## src/rtl/pp_pipeline_accel_last_blk_pxl_width_calc.sv

```systemverilog
// ============================================================================
// Module   : pp_pipeline_accel_last_blk_pxl_width_calc
// Brief    : Runtime last-block pixel width and blocks-per-row calculator with
//            an ap_ctrl_hs handshake and a bit-serial restoring divider.
//            Optional macro PP_LBPW_RESULT_CACHE_EN skips the divide when the
//            request repeats the last legal (cols, nppc) pair.
// Revision : 1.0 - initial release
// ============================================================================
`timescale 1ns/1ps
`default_nettype none

module pp_pipeline_accel_last_blk_pxl_width_calc #(
    parameter  int COL_W    = 16,
    parameter  int MAX_NPPC = 8,
    localparam int NPPC_W   = $clog2(MAX_NPPC + 1)
) (
    input  logic              ap_clk,
    input  logic              ap_rst,
    input  logic              ap_start,
    input  logic              ap_continue,
    input  logic [COL_W-1:0]  cols,
    input  logic [NPPC_W-1:0] nppc,
    output logic              ap_done,
    output logic              ap_idle,
    output logic              ap_ready,
    output logic [NPPC_W-1:0] return_r,
    output logic [COL_W-1:0]  num_blks_r,
    output logic              err_r
);

    localparam int                c_cnt_w    = $clog2(COL_W + 1);
    localparam logic [NPPC_W-1:0] c_max_nppc = NPPC_W'(MAX_NPPC);

    typedef enum logic [1:0] {
        S_IDLE = 2'd0,
        S_CALC = 2'd1,
        S_DONE = 2'd2
    } state_t;

    state_t              r_state;
    logic [COL_W-1:0]    r_dvd;
    logic [NPPC_W:0]     r_rem;
    logic [NPPC_W-1:0]   r_dvs;
    logic [c_cnt_w-1:0]  r_cnt;
    logic                r_done;
    logic                r_err;
    logic [NPPC_W-1:0]   r_ret;
    logic [COL_W-1:0]    r_nblk;

    logic [NPPC_W+1:0]   w_trial;
    logic [NPPC_W+1:0]   w_dvs_ext;
    logic                w_ge;
    logic [NPPC_W:0]     w_rem_nxt;
    logic [COL_W-1:0]    w_quo_nxt;
    logic                w_rem_nz;
    logic [COL_W-1:0]    w_nblk;
    logic                w_last;
    logic                w_nppc_bad;
    logic                w_cols_zero;
    logic                w_hit;

    // Dividend register doubles as the quotient register: each cycle its MSB
    // shifts into the partial remainder and the new quotient bit enters at the LSB.
    assign w_trial     = {r_rem, r_dvd[COL_W-1]};
    assign w_dvs_ext   = {2'b00, r_dvs};
    assign w_ge        = (w_trial >= w_dvs_ext);
    assign w_rem_nxt   = w_ge ? (NPPC_W+1)'(w_trial - w_dvs_ext) : w_trial[NPPC_W:0];
    assign w_quo_nxt   = {r_dvd[COL_W-2:0], w_ge};
    assign w_rem_nz    = |w_rem_nxt;
    assign w_nblk      = w_quo_nxt + {{(COL_W-1){1'b0}}, w_rem_nz};
    assign w_last      = (r_cnt == c_cnt_w'(1));
    assign w_nppc_bad  = (nppc == '0) || (nppc > c_max_nppc);
    assign w_cols_zero = (cols == '0);

`ifdef PP_LBPW_RESULT_CACHE_EN
    logic              r_cvld;
    logic [COL_W-1:0]  r_ccols;
    logic [NPPC_W-1:0] r_cnppc;

    assign w_hit = r_cvld && (r_ccols == cols) && (r_cnppc == nppc);

    // The pair is captured at acceptance but only marked valid once its
    // divide has completed, so an aborted divide never produces a hit.
    always_ff @(posedge ap_clk or posedge ap_rst) begin
        if (ap_rst) begin
            r_cvld  <= 1'b0;
            r_ccols <= '0;
            r_cnppc <= '0;
        end else if (r_state == S_IDLE && ap_start) begin
            if (w_nppc_bad || w_cols_zero) begin
                r_cvld <= 1'b0;
            end else if (!w_hit) begin
                r_cvld  <= 1'b0;
                r_ccols <= cols;
                r_cnppc <= nppc;
            end
        end else if (r_state == S_CALC && w_last) begin
            r_cvld <= 1'b1;
        end
    end
`else
    assign w_hit = 1'b0;
`endif

    always_ff @(posedge ap_clk or posedge ap_rst) begin
        if (ap_rst) begin
            r_state <= S_IDLE;
            r_dvd   <= '0;
            r_rem   <= '0;
            r_dvs   <= '0;
            r_cnt   <= '0;
            r_done  <= 1'b0;
            r_err   <= 1'b0;
            r_ret   <= '0;
            r_nblk  <= '0;
        end else begin
            case (r_state)
                S_IDLE: begin
                    if (ap_start) begin
                        r_dvs <= nppc;
                        if (w_nppc_bad) begin
                            r_err   <= 1'b1;
                            r_ret   <= '0;
                            r_nblk  <= '0;
                            r_done  <= 1'b1;
                            r_state <= S_DONE;
                        end else if (w_cols_zero) begin
                            r_err   <= 1'b0;
                            r_ret   <= '0;
                            r_nblk  <= '0;
                            r_done  <= 1'b1;
                            r_state <= S_DONE;
                        end else if (w_hit) begin
                            r_done  <= 1'b1;
                            r_state <= S_DONE;
                        end else begin
                            r_err   <= 1'b0;
                            r_dvd   <= cols;
                            r_rem   <= '0;
                            r_cnt   <= c_cnt_w'(COL_W);
                            r_state <= S_CALC;
                        end
                    end
                end
                S_CALC: begin
                    r_dvd <= w_quo_nxt;
                    r_rem <= w_rem_nxt;
                    r_cnt <= r_cnt - c_cnt_w'(1);
                    if (w_last) begin
                        r_ret   <= w_rem_nz ? w_rem_nxt[NPPC_W-1:0] : r_dvs;
                        r_nblk  <= w_nblk;
                        r_done  <= 1'b1;
                        r_state <= S_DONE;
                    end
                end
                S_DONE: begin
                    if (ap_continue) begin
                        r_done  <= 1'b0;
                        r_state <= S_IDLE;
                    end
                end
                default: begin
                    r_done  <= 1'b0;
                    r_state <= S_IDLE;
                end
            endcase
        end
    end

    assign ap_done    = r_done;
    assign ap_idle    = (r_state == S_IDLE) && !ap_start;
    assign ap_ready   = (r_state == S_IDLE) && ap_start;
    assign return_r   = r_ret;
    assign num_blks_r = r_nblk;
    assign err_r      = r_err;

endmodule

`default_nettype wire

```

## config.mk

```make
export PLATFORM = sky130hd
export DESIGN_NAME = pp_pipeline_accel_last_blk_pxl_width_calc
export DESIGN_NICKNAME = d
export VERILOG_FILES = /design/src/rtl/pp_pipeline_accel_last_blk_pxl_width_calc.sv
export SDC_FILE = /design/constraint.sdc
export NUM_CORES = 1
export LEC_CHECK = 0
export CORE_UTILIZATION = 40
export DETAILED_ROUTE_END_ITERATION = 8
export PLACE_DENSITY = 0.63
export SYNTH_ARGS = -nofsm -noshare
export SYNTH_HDL_FRONTEND = slang
export SYNTH_SLANG_ARGS = --single-unit
```

## constraint.sdc

```tcl
create_clock -name ap_clk -period 4.2 [get_ports ap_clk]
set_input_delay 1.26 -clock ap_clk [delete_from_list [all_inputs] [get_ports ap_clk]]
set_output_delay 1.26 -clock ap_clk [all_outputs]
set_load 0.05 [all_outputs]
```

## Word level (Yosys, flattened, before mapping)

Index checks and enable logic that the tools add are counted.

- Multiplexer cells: 37
- Add/subtract/negate cells: 3
- Reduce and logical (&&, ||, !) cells: 14
- Equal/unequal tests: 9
- Order comparisons: 2

Operators by type and width:

| cell | count |
|---|---|
| 16-bit two-way mux | 7 |
| 16-bit one-hot mux with 2 select lines | 2 |
| 5-bit two-way mux | 7 |
| 4-bit two-way mux | 5 |
| 5-bit one-hot mux with 2 select lines | 2 |
| 16-bit by 1-bit adder with 16-bit output | 1 |
| 16-bit zero test | 1 |
| 4-bit AND reduction | 3 |
| 2-bit two-way mux | 5 |
| 2-bit inequality test (second input constant) | 5 |
| 4-bit one-hot mux with 2 select lines | 1 |
| 6-bit by 4-bit >= comparator with 1-bit output | 1 |
| 1-bit two-way mux | 6 |
| 2-bit one-hot mux with 3 select lines | 1 |
| 5-bit by 1-bit equality test with 1-bit output (second input constant) | 1 |
| 5-bit OR reduction | 1 |
| 5-bit by 1-bit subtractor with 5-bit output (second input constant) | 1 |
| 5-bit by 4-bit subtractor with 5-bit output | 1 |
| 4-bit greater-than comparator (second input constant) | 1 |
| 4-bit zero test | 1 |
| 3-bit inequality test (second input constant) | 1 |
| 1-bit one-hot mux with 3 select lines | 1 |
| 3-bit AND reduction | 1 |
| 2-bit by 1-bit equality test with 1-bit output (second input constant) | 1 |
| 7 further kinds | 8 |

- Flip-flop bits (word level): 54
- Bits of input ports: 24
- Output and inout port bits: 24

## Logic depth before layout (Yosys ltp)

Gate-level depths: netlist of run 1.

- Depth in word-level cells: 6
- Mapped depth: 16
- Depth with buffers taken out: 15

## Worst setup path before layout of run 1

No wires, ideal clock.

- Path type: input-to-output
- From: in ap_start
- To: out ap_idle
- Path slack: 0.635 ns
- Arrival time: 2.305 ns
- Stages: 1
- Data required time: 2.940 ns
- Cells stage by stage: nor3_1

- Cells in the longest elaborated chain, start to end: 2

RTL lines:

| what | line | source |
|---|---|---|
| start, declared | 19 | `input logic ap_start,` |
| 1-bit zero test | 171 | `assign ap_idle = (r_state == S_IDLE) && !ap_start;` |
| 1-bit logical AND | 171 |  |
| end, declared | 24 | `output logic ap_idle,` |

No other way between the ends.

## Final worst setup path of run 1

- From: reg r_dvd[15]
- To: reg r_nblk[15] (netlist: num_blks_r[15])

- Cells in the longest elaborated chain, start to end: 6

RTL lines:

| what | line | source |
|---|---|---|
| start, declared | 41 | `logic [COL_W-1:0] r_dvd;` |
| start signal, assigned | 138 | `r_dvd <= cols;` |
| start signal, assigned | 146 | `r_dvd <= w_quo_nxt;` |
| 5-bit by 4-bit subtractor with 5-bit output / 6-bit by 4-bit >= comparator with 1-bit output (equally long branches) | 67, 66 |  |
| 5-bit two-way mux | 67 | `assign w_rem_nxt = w_ge ? (NPPC_W+1)'(w_trial - w_dvs_ext) : w_trial[NPPC_W:0];` |
| 5-bit OR reduction | 69 | `assign w_rem_nz = \|w_rem_nxt;` |
| 16-bit by 1-bit adder with 16-bit output * | 70 | `assign w_nblk = w_quo_nxt + {{(COL_W-1){1'b0}}, w_rem_nz};` |
| 16-bit two-way mux * | 149 | `if (w_last) begin` |
| 16-bit one-hot mux with 2 select lines * | 117 | `case (r_state)` |
| end signal, assigned | 151 | `r_nblk <= w_nblk;` |
| end, declared | 48 | `logic [COL_W-1:0] r_nblk;` |

Mark *: on every way between the ends. The rest lies on a longest branch, timed or not. The select of a mux whose other input is x is not followed.
A chain may end at the register's enable or synchronous reset.

==> metrics, run 1 <==
status finished, final reports clean; largest net degree at the start of global routing 26; initial antenna violation count 0; Hold Crit Class reg2reg; Primary FF master, synth dfrtp_1; drc violations 0; Slew Limit Fails 0; Detailed Route WL 6.96 mm; Yosys Warn Count 0; Core ar. 7450 sq um; worst hold slack 0.497 ns; share of layout cells above drive strength 1 10.8%; slew margin rel. 26.8%; Worst setup EP type register; pwr dens 810 nW/um^2; Area Overhead vs Synth 21.1%; type of origin of the critical path register; global route overflow 0; CP Data Arrival Time 3.75 ns; first-pass GRT wire length 12.0 mm; sequential power share 31.5%; syn avg cell area 10.3 sq um; Die Y 90.7 microns; Sw Ratio 47.0%; largest family of logic cells by synthesized area simple AND/OR/NAND/NOR gates; setup slack, reg-to-reg 0.66 ns; sequential share of the synthesized area 42.9%; r2r worst-path depth 14; worst skew pair latency 0.31 ns; cell with the most instances after synthesis nand2_1; total power 3.09 mW; post-synth top area cell dfrtp_1; met2 usage 28.2%; busiest layer in global routing met2; CTS tree built; Post-synth EDFFs 0; Bufs on Longest Clock Path 2; Diodes inserted 0; Worst Setup EP num_blks_r[15]; max_cap viols 0; commonest cells in the netlist nand2_1 (57), dfrtp_1 (54), mux2_1 (14); Final Setup Violations 0; synthesis-stage register bit count 54; fin crit period 3.54 ns; worst r2r src r_dvd[15]; clk_skew 0.0113 ns; CTS H-tree depth 2; VDD IR max 0.511 mV; Initial Util 42.3%; TritonCTS buffer count 5; Port Buf Inserts 47; Synth Area in Simple Gates 17.6%; post-synthesis cell count 306; vias in the first global route 2389; Cell Rows 31; max frequency 0.283 GHz; wire length per cell 15.4 microns; peak fanout along the critical path 10; Clock transition at path regs 0.11 ns; unrepaired setup endpoints after global routing false; Fin. Hold Viols 0; total setup buffers inserted after CTS 0; Iter 0 DRT Violations 97; Critical Path Source r_dvd[15]; Post-Syn Area 3150 sq um; HP Start num_blks_r[11]; hpwl dp 5.30 mm; internal power 1.64 mW; Lkg Pwr 1.72 nW; fraction of registers with async set/reset 100%; actual slew at the worst max-slew pin 1.09 ns; switching pwr 1.45 mW; via count 2394; WS Path Type reg2reg; Area contributors post-synth dfrtp_1 (43%), nand2_1 (6.8%), mux2_1 (5.0%); Comb pwr share 58.5%; Reg2Reg Capture Point num_blks_r[15]; post-route antenna net violation count 0; drt via density 5.31; Clk network pwr share 10.0%; share of the synthesized area in the top cell type 42.9%; # IOs 48; period utilisation layout 84.3%; nets 384; M3 GR Usage 2.27%; Cell variety after synth 63; setup_tns 0 ns; # clock sinks 54; XOR/XNOR share of the synthesized area 5.33%; post-synthesis mux area share 9.34%; compound-cell area share of the yosys netlist 16.7%; CTS resizes 0; Die X 90.7 microns; Worst EP required 4.41 ns; Synthesized Nets 339; drt pass-1 iters 4; Root Driver clkbuf_8; met1 Use GR 26.7%; Hold Buf Count CTS 0; GPL Wtd Cong 0.861; GRT Total Usage 18.2%; total die area 8230 sq um; post-synthesis adder-cell area fraction 3.82%
placed cells by master (no fill, tap or decap), types with 5 or more instances in the layout:
cell type / synthesis / final
a22o_1: 13 / 13
buf_4: 1 / 5
clkbuf_8: 0 / 6
clkdlybuf4s50_1: 0 / 45
dfrtp_1: 54 / 54
ha_1: 8 / 8
inv_1: 13 / 12
mux2_1: 14 / 14
mux2i_1: 8 / 8
nand2_1: 57 / 57
nand3_1: 5 / 5
nand4_1: 6 / 6
nor2_1: 11 / 11
o21ai_0: 10 / 10
o22ai_1: 7 / 7
xnor2_1: 9 / 9
xor2_1: 7 / 7
area by class of cell:
type	instances	area [sq um]
Fill cell	699	3630
Multi-Input combinational cell	224	1660
Sequential cell	54	1350
Timing Repair Buffer	52	528
Tap cell	99	124
Clock buffer	6	82.6
Inverter	14	52.6
Clock inverter	2	16.3
cell families (layout without fill, tap and decap cells):
kind of cell | after synthesis | after routing
AO/OA/AOI/OAI | 65 | 65
XOR/XNOR | 17 | 17
adder cells (fa/ha/maj) | 9 | 9
buffers and inverters | 28 | 74
flip-flops | 54 | 54
multiplexers | 26 | 26
AND/OR/NAND/NOR | 107 | 107
state kept, by name (all words and copies together), names as in the netlist:
signal / cells
ap_done: 1
err_r: 1
num_blks_r: 16
r_cnt: 5
r_dvd: 16
r_dvs: 4
r_rem: 5
r_state: 2
return_r: 4
worst max-delay path, stage by stage, from the launching register on:
cell and delay [ns]:
dfrtp_1 0.40, inv_1 0.10, ha_1 0.17, inv_1 0.05, fa_1 0.45, a21o_1 0.21
a211o_1 0.48, o32ai_2 0.39, nand2_1 0.16, ha_1 0.25, and4_1 0.22, nand4_1 0.16
nor2_1 0.09, xor2_1 0.14, a22o_1 0.17
power by group through the flow:
stage          combinational [mW]  sequential (mW)  clock [mW]
2_1_floorplan                1.26             1.08           0
3_3_place_gp                 1.80            0.980           0
3_5_place_dp                 1.82            0.981           0
4_1_cts                      1.82            0.971       0.320
5_1_grt                      1.98             1.01       0.340
6_report                     1.81            0.974       0.309
metrics by stage:
stage          setup slack, ns  std cells  util, %  cell area (sq um)
6_report                 0.661        451     51.2               3810
5_1_grt                  0.355        451     51.2               3810
4_1_cts                  0.652        451     51.2               3810
3_5_place_dp             0.663        443     49.9               3710
3_3_place_gp             0.681        443     49.9               3710
2_1_floorplan            0.635        306        -               3150
layer usage:
| metal | part of all wire [%] | vias up |
|---|---|---|
| met5 | 0 | - |
| met4 | 1.2 | 0 |
| met3 | 3.2 | 7 |
| met2 | 46 | 46 |
| met1 | 50 | 1153 |
| li1 | - | 1188 |
how the worst min path moves through the flow:
stage,endpoint,cells after the start
final,num_blks_r[11],1
after global routing,num_blks_r[11],1
after CTS,num_blks_r[11],1
after detailed placement,num_blks_r[11],1
after global placement,num_blks_r[12],1
after floorplan,r_rem[4],1
No activity file was read; power rests on OpenSTA's default activity.
==> run 2, diff against run 1 <==
==> constraint.sdc (replaced) <==
create_clock -name ap_clk -period 3.62 [get_ports ap_clk]
set_input_delay 1.086 -clock ap_clk [delete_from_list [all_inputs] [get_ports ap_clk]]
set_output_delay 1.086 -clock ap_clk [all_outputs]
set_load 0.05 [all_outputs]
==> metrics, run 2 (synthesis gave the netlist of run 1 again) <==
max frequency 0.300 GHz; VDD IR max 0.604 mV; Hold Crit Class reg2reg; pwr dens 966 nW/um^2; wire length per cell 16.0 microns; max_cap viols 0; Iter 0 DRT Violations 180; Lkg Pwr 1.73 nW; CTS H-tree depth 2; CTS tree built; crit path buf inv count 2; worst skew pair latency 0.32 ns; Sw Ratio 47.4%; CP cell instances inv_1 -> ha_1 -> inv_1 -> fa_2 -> a21o_1 -> a211o_4 -> nand2_1 -> o32ai_4 -> nand2_1 -> ha_2 -> and4_1 -> nand4_1 -> nor3_2 -> xor2_1 -> a22o_1; Fin. Hold Viols 0; CP Data Arrival Time 3.55 ns; nets 387; vias in the first global route 2374; Core ar. 7450 sq um; largest net degree at the start of global routing 27; slew margin rel. 29.2%; clk_skew 0.0116 ns; WS Path Type reg2reg; post-route antenna net violation count 0; setup slack, reg-to-reg 0.29 ns; Worst setup EP type register; Placed Instances 444; Clk network pwr share 9.4%; share of layout cells above drive strength 1 12.7%; Die X 90.7 microns; Crit-path slowest cell dfrtp_1; Comb pwr share 59.9%; switching pwr 1.77 mW; Area Overhead vs Synth 22.7%; # clock sinks 54; Initial Util 42.3%; sequential power share 30.7%; global route overflow 0; metal1 wirelength 3.60 mm; Slew Limit Fails 0; drc violations 0; Max stage delay on crit path 0.42 ns; Fill cells 682; initial antenna violation count 0; worst hold slack 0.503 ns; commonest non-fill, non-tap cell in the layout nand2_1; Detailed Route WL 7.27 mm; Die Y 90.7 microns; drt pass-1 iters 4; status finished, final reports clean; Root Driver clkbuf_8; drt via density 5.41; fin crit period 3.33 ns; top sig layer met4; actual slew at the worst max-slew pin 1.06 ns; Cell Rows 31; type of origin of the critical path register; commonest non-fill, non-tap cells in the layout nand2_1 (57), dfrtp_1 (54), clkdlybuf4s50_1 (45); period utilisation layout 92.0%; Diodes inserted 0; DR WL met3 252 microns; CP delay by family, top compound AO/OA/AOI/OAI gates; unrepaired setup endpoints after global routing false; non-filler cells, final 454; Final Setup Violations 0; internal power 1.96 mW; peak fanout along the critical path 7; via count 2454; met2 wire length 3.37 mm; first-pass GRT wire length 12.2 mm; setup_tns 0 ns; Hold Buf Count CTS 0; GPL Wtd Cong 0.856; TritonCTS buffer count 5; Port Buf Inserts 47; # IOs 48; Worst EP required 3.84 ns; Clock transition at path regs 0.11 ns; Bufs on Longest Clock Path 2; hpwl dp 5.44 mm; total die area 8230 sq um; GRT Total Usage 18.8%
[run 2: cell types whose count changed in the layout (fill, tap and decap cells not counted), sizes merged]
cell / delta
buf: +3
clkbuf: -1
clkinv: +1
[run 2: repair_timing]
action                                  in CTS  in global routing
gates resized for setup                      0                  6
buffers inserted                             0                  2
endpoints found under the setup margin       0                  9
[run 2: worst register-to-register path, stage by stage, from the launching register on]
cell and delay [ns]:
dfrtp_1 0.42, inv_1 0.11, ha_1 0.18, inv_1 0.06, fa_2 0.38, a21o_1 0.21, a211o_4 0.40, nand2_1 0.13
o32ai_4 0.11, nand2_1 0.14, ha_2 0.22, and4_1 0.23, nand4_1 0.21, nor3_2 0.18, xor2_1 0.08, a22o_1 0.18
[run 2: area by class of cell]
| type | count | area, sq um | area share (%) |
|---|---|---|---|
| multi-input combinational | 224 | 1690 | 43.7 |
| timing repair buffer | 55 | 551 | 14.3 |
| clock inverter | 3 | 25.0 | 0.648 |
| tap | 99 | 124 | 3.21 |
| inverter | 14 | 52.6 | 1.36 |
| sequential | 54 | 1350 | 35.0 |
| clock buffer | 5 | 68.8 | 1.78 |
[run 2: final timing paths]
path / depth (start not counted) / start / end
min: 1 / num_blks_r[10] / num_blks_r[10]
min reg2reg: 1 / num_blks_r[10] / num_blks_r[10]
min in group asynchronous: 2 / ap_rst / num_blks_r[8]
max in group asynchronous: 3 / ap_rst / r_rem[3]
max reg2reg: 15 / r_dvd[15] / num_blks_r[13]
max: 15 / r_dvd[15] / num_blks_r[13]
[run 2: per-layer routing]
| layer | vias up | GRT usage (%) |
|---|---|---|
| met5 | - | 0 |
| met4 | 0 | 4.03 |
| met3 | 5 | 3.03 |
| met2 | 48 | 29.9 |
| met1 | 1205 | 26.9 |
| li1 | 1196 | - |
[run 2: power by group through the flow]
stage | Clock [mW] | Sequential (mW) | Combinational (mW)
final | 0.352 | 1.14 | 2.23
after global placement | 0 | 1.13 | 2.09
after global routing | 0.391 | 1.18 | 2.43
after floorplan | 0 | 1.26 | 1.46
after CTS | 0.368 | 1.13 | 2.14
after detailed placement | 0 | 1.14 | 2.13
[run 2: through the flow]
stage	area (sq um)	util, %	worst slack (ns)	power [mW]
finish	3860	51.8	0.291	3.73
global route	3860	51.8	0.0444	4.01
CTS	3820	51.2	0.106	3.64
detailed placement	3720	50.0	0.146	3.27
global placement	3720	50.0	0.257	3.23
floorplan	3150	-	0.403	2.71
==> run 3, diff against run 2 <==
--- a/config.mk
+++ b/config.mk
@@ -5,9 +5,11 @@
 export SDC_FILE = /design/constraint.sdc
 export NUM_CORES = 1
 export LEC_CHECK = 0
+export CAP_MARGIN = 10
 export CORE_UTILIZATION = 40
 export DETAILED_ROUTE_END_ITERATION = 8
 export PLACE_DENSITY = 0.63
+export RECOVER_POWER = 25
 export SYNTH_ARGS = -nofsm -noshare
 export SYNTH_HDL_FRONTEND = slang
 export SYNTH_SLANG_ARGS = --single-unit
==> metrics, run 3 (synthesis gave the netlist of run 1 again) <==
status finished, final reports clean; Port Buf Inserts 47; internal power 1.96 mW; type of origin of the critical path register; Clk network pwr share 9.5%; Cell Rows 31; Bufs on Longest Clock Path 2; setup_tns 0 ns; wire length per cell 16.0 microns; Initial Util 42.3%; pwr dens 966 nW/um^2; TritonCTS buffer count 5; Root Driver clkbuf_8; Sw Ratio 47.4%; via count 2464; WS Path Type reg2reg; drt pass-1 iters 4; Clock transition at path regs 0.11 ns; actual slew at the worst max-slew pin 1.05 ns; drc violations 0; hpwl dp 5.44 mm; Area Overhead vs Synth 22.5%; CP delay by family, top simple AND/OR/NAND/NOR gates; clk_skew 0.0117 ns; crit path buf inv count 2; Critical Path Source r_dvd[15]; switching pwr 1.77 mW; Core ar. 7450 sq um; Max stage delay on crit path 0.42 ns; Detailed Route WL 7.26 mm; CTS tree built; drt via density 5.43; Final Setup Violations 0; crit path setup slack, layout 0.295 ns; commonest non-fill, non-tap cells in the layout nand2_1 (57), dfrtp_1 (54), clkdlybuf4s50_1 (44); Hold Buf Count CTS 0; worst skew pair latency 0.32 ns; initial antenna violation count 0; unrepaired setup endpoints after global routing false; Finished Core Util 51.8%; max frequency 0.301 GHz; Hold Crit Class reg2reg; global route overflow 0; worst r2r src r_dvd[15]; Lkg Pwr 1.73 nW; GPL Wtd Cong 0.856; period utilisation layout 91.9%; CTS H-tree depth 2; Crit-path slowest cell dfrtp_1; Fin. Hold Viols 0; # IOs 48; vias in the first global route 2374; share of layout cells above drive strength 1 12.1%; VDD IR max 0.602 mV; HP Start num_blks_r[10]; Die Y 90.7 microns; Iter 0 DRT Violations 180; worst hold slack 0.503 ns; CP cell instances inv_1 -> ha_1 -> inv_1 -> fa_2 -> a21o_1 -> a211o_4 -> nand2_1 -> o32ai_4 -> nand2_1 -> ha_2 -> and4_1 -> nand4_1 -> nor2_1 -> xnor2_1 -> o2bb2ai_1; slew margin rel. 29.6%; first-pass GRT wire length 12.2 mm; largest net degree at the start of global routing 27; Place WS 0.146 ns; total die area 8230 sq um; CP Data Arrival Time 3.54 ns; Area after DPL 3720 sq um; total power 3.73 mW; Fill cells 684; Worst EP required 3.83 ns; Comb pwr share 59.9%; Placed Instances 444; fin crit period 3.33 ns; non-filler cells, final 454; peak fanout along the critical path 7; Worst setup EP type register; commonest non-fill, non-tap cell in the layout nand2_1; max_cap viols 0; fin area 3860 sq um; GRT Total Usage 18.8%; Slew Limit Fails 0; nets 387; # clock sinks 54; Die X 90.7 microns; sequential power share 30.7%; Diodes inserted 0; post-route antenna net violation count 0
==> run 3: cell type report <==
class	instances	area (sq um)	share of cell area, %
Clock buffer	5	68.8	1.78
Clock inverter	3	25.0	0.649
Timing Repair Buffer	55	547	14.2
Inverter	14	52.6	1.36
Tap cell	99	124	3.21
Multi-Input combinational cell	224	1690	43.8
Sequential cell	54	1350	35.0
==> run 3: what timing repair did <==
item / 4_1_cts / 5_1_grt
buffers inserted: 0 / 2
gates resized for setup: 0 / 6
endpoints found under the setup margin: 0 / 9
==> run 3: path summary, 6_finish.rpt <==
kind	endpoint	cells past startpoint	slack [ns]
worst max-delay path	num_blks_r[11]	15	0.29
worst min-delay path	num_blks_r[10]	1	0.50
worst max register to register	num_blks_r[11]	15	0.29
worst min register to register	num_blks_r[10]	1	0.50
max in group asynchronous	r_dvd[8]	3	0.95
min in group asynchronous	num_blks_r[8]	2	1.42
==> run 3: power groups by stage <==
stage | clock network [mW] | registers, mW | logic (mW)
6_report | 0.352 | 1.14 | 2.23
5_1_grt | 0.391 | 1.18 | 2.43
4_1_cts | 0.368 | 1.13 | 2.14
3_5_place_dp | 0 | 1.14 | 2.13
3_3_place_gp | 0 | 1.13 | 2.09
2_1_floorplan | 0 | 1.26 | 1.46
==> run 3: layer usage <==
metal / share of wire, % / track usage (%) / routed length (microns)
met1: 49 / 26.9 / 3540
met2: 46 / 29.9 / 3360
met3: 4.2 / 3.03 / 303
met4: 0.66 / 4.03 / 48
met5: 0 / 0 / 0
==> run 3: worst reg2reg max path: cells and delay by family, from the launching register on <==
kind                     cells  cell delay [ns]
flip-flops                   1             0.42
buffers and inverters        2             0.17
AND/OR/NAND/NOR              5             0.91
adder cells (fa/ha/maj)      3             0.78
AO/OA/AOI/OAI                4             0.81
XOR/XNOR                     1             0.14
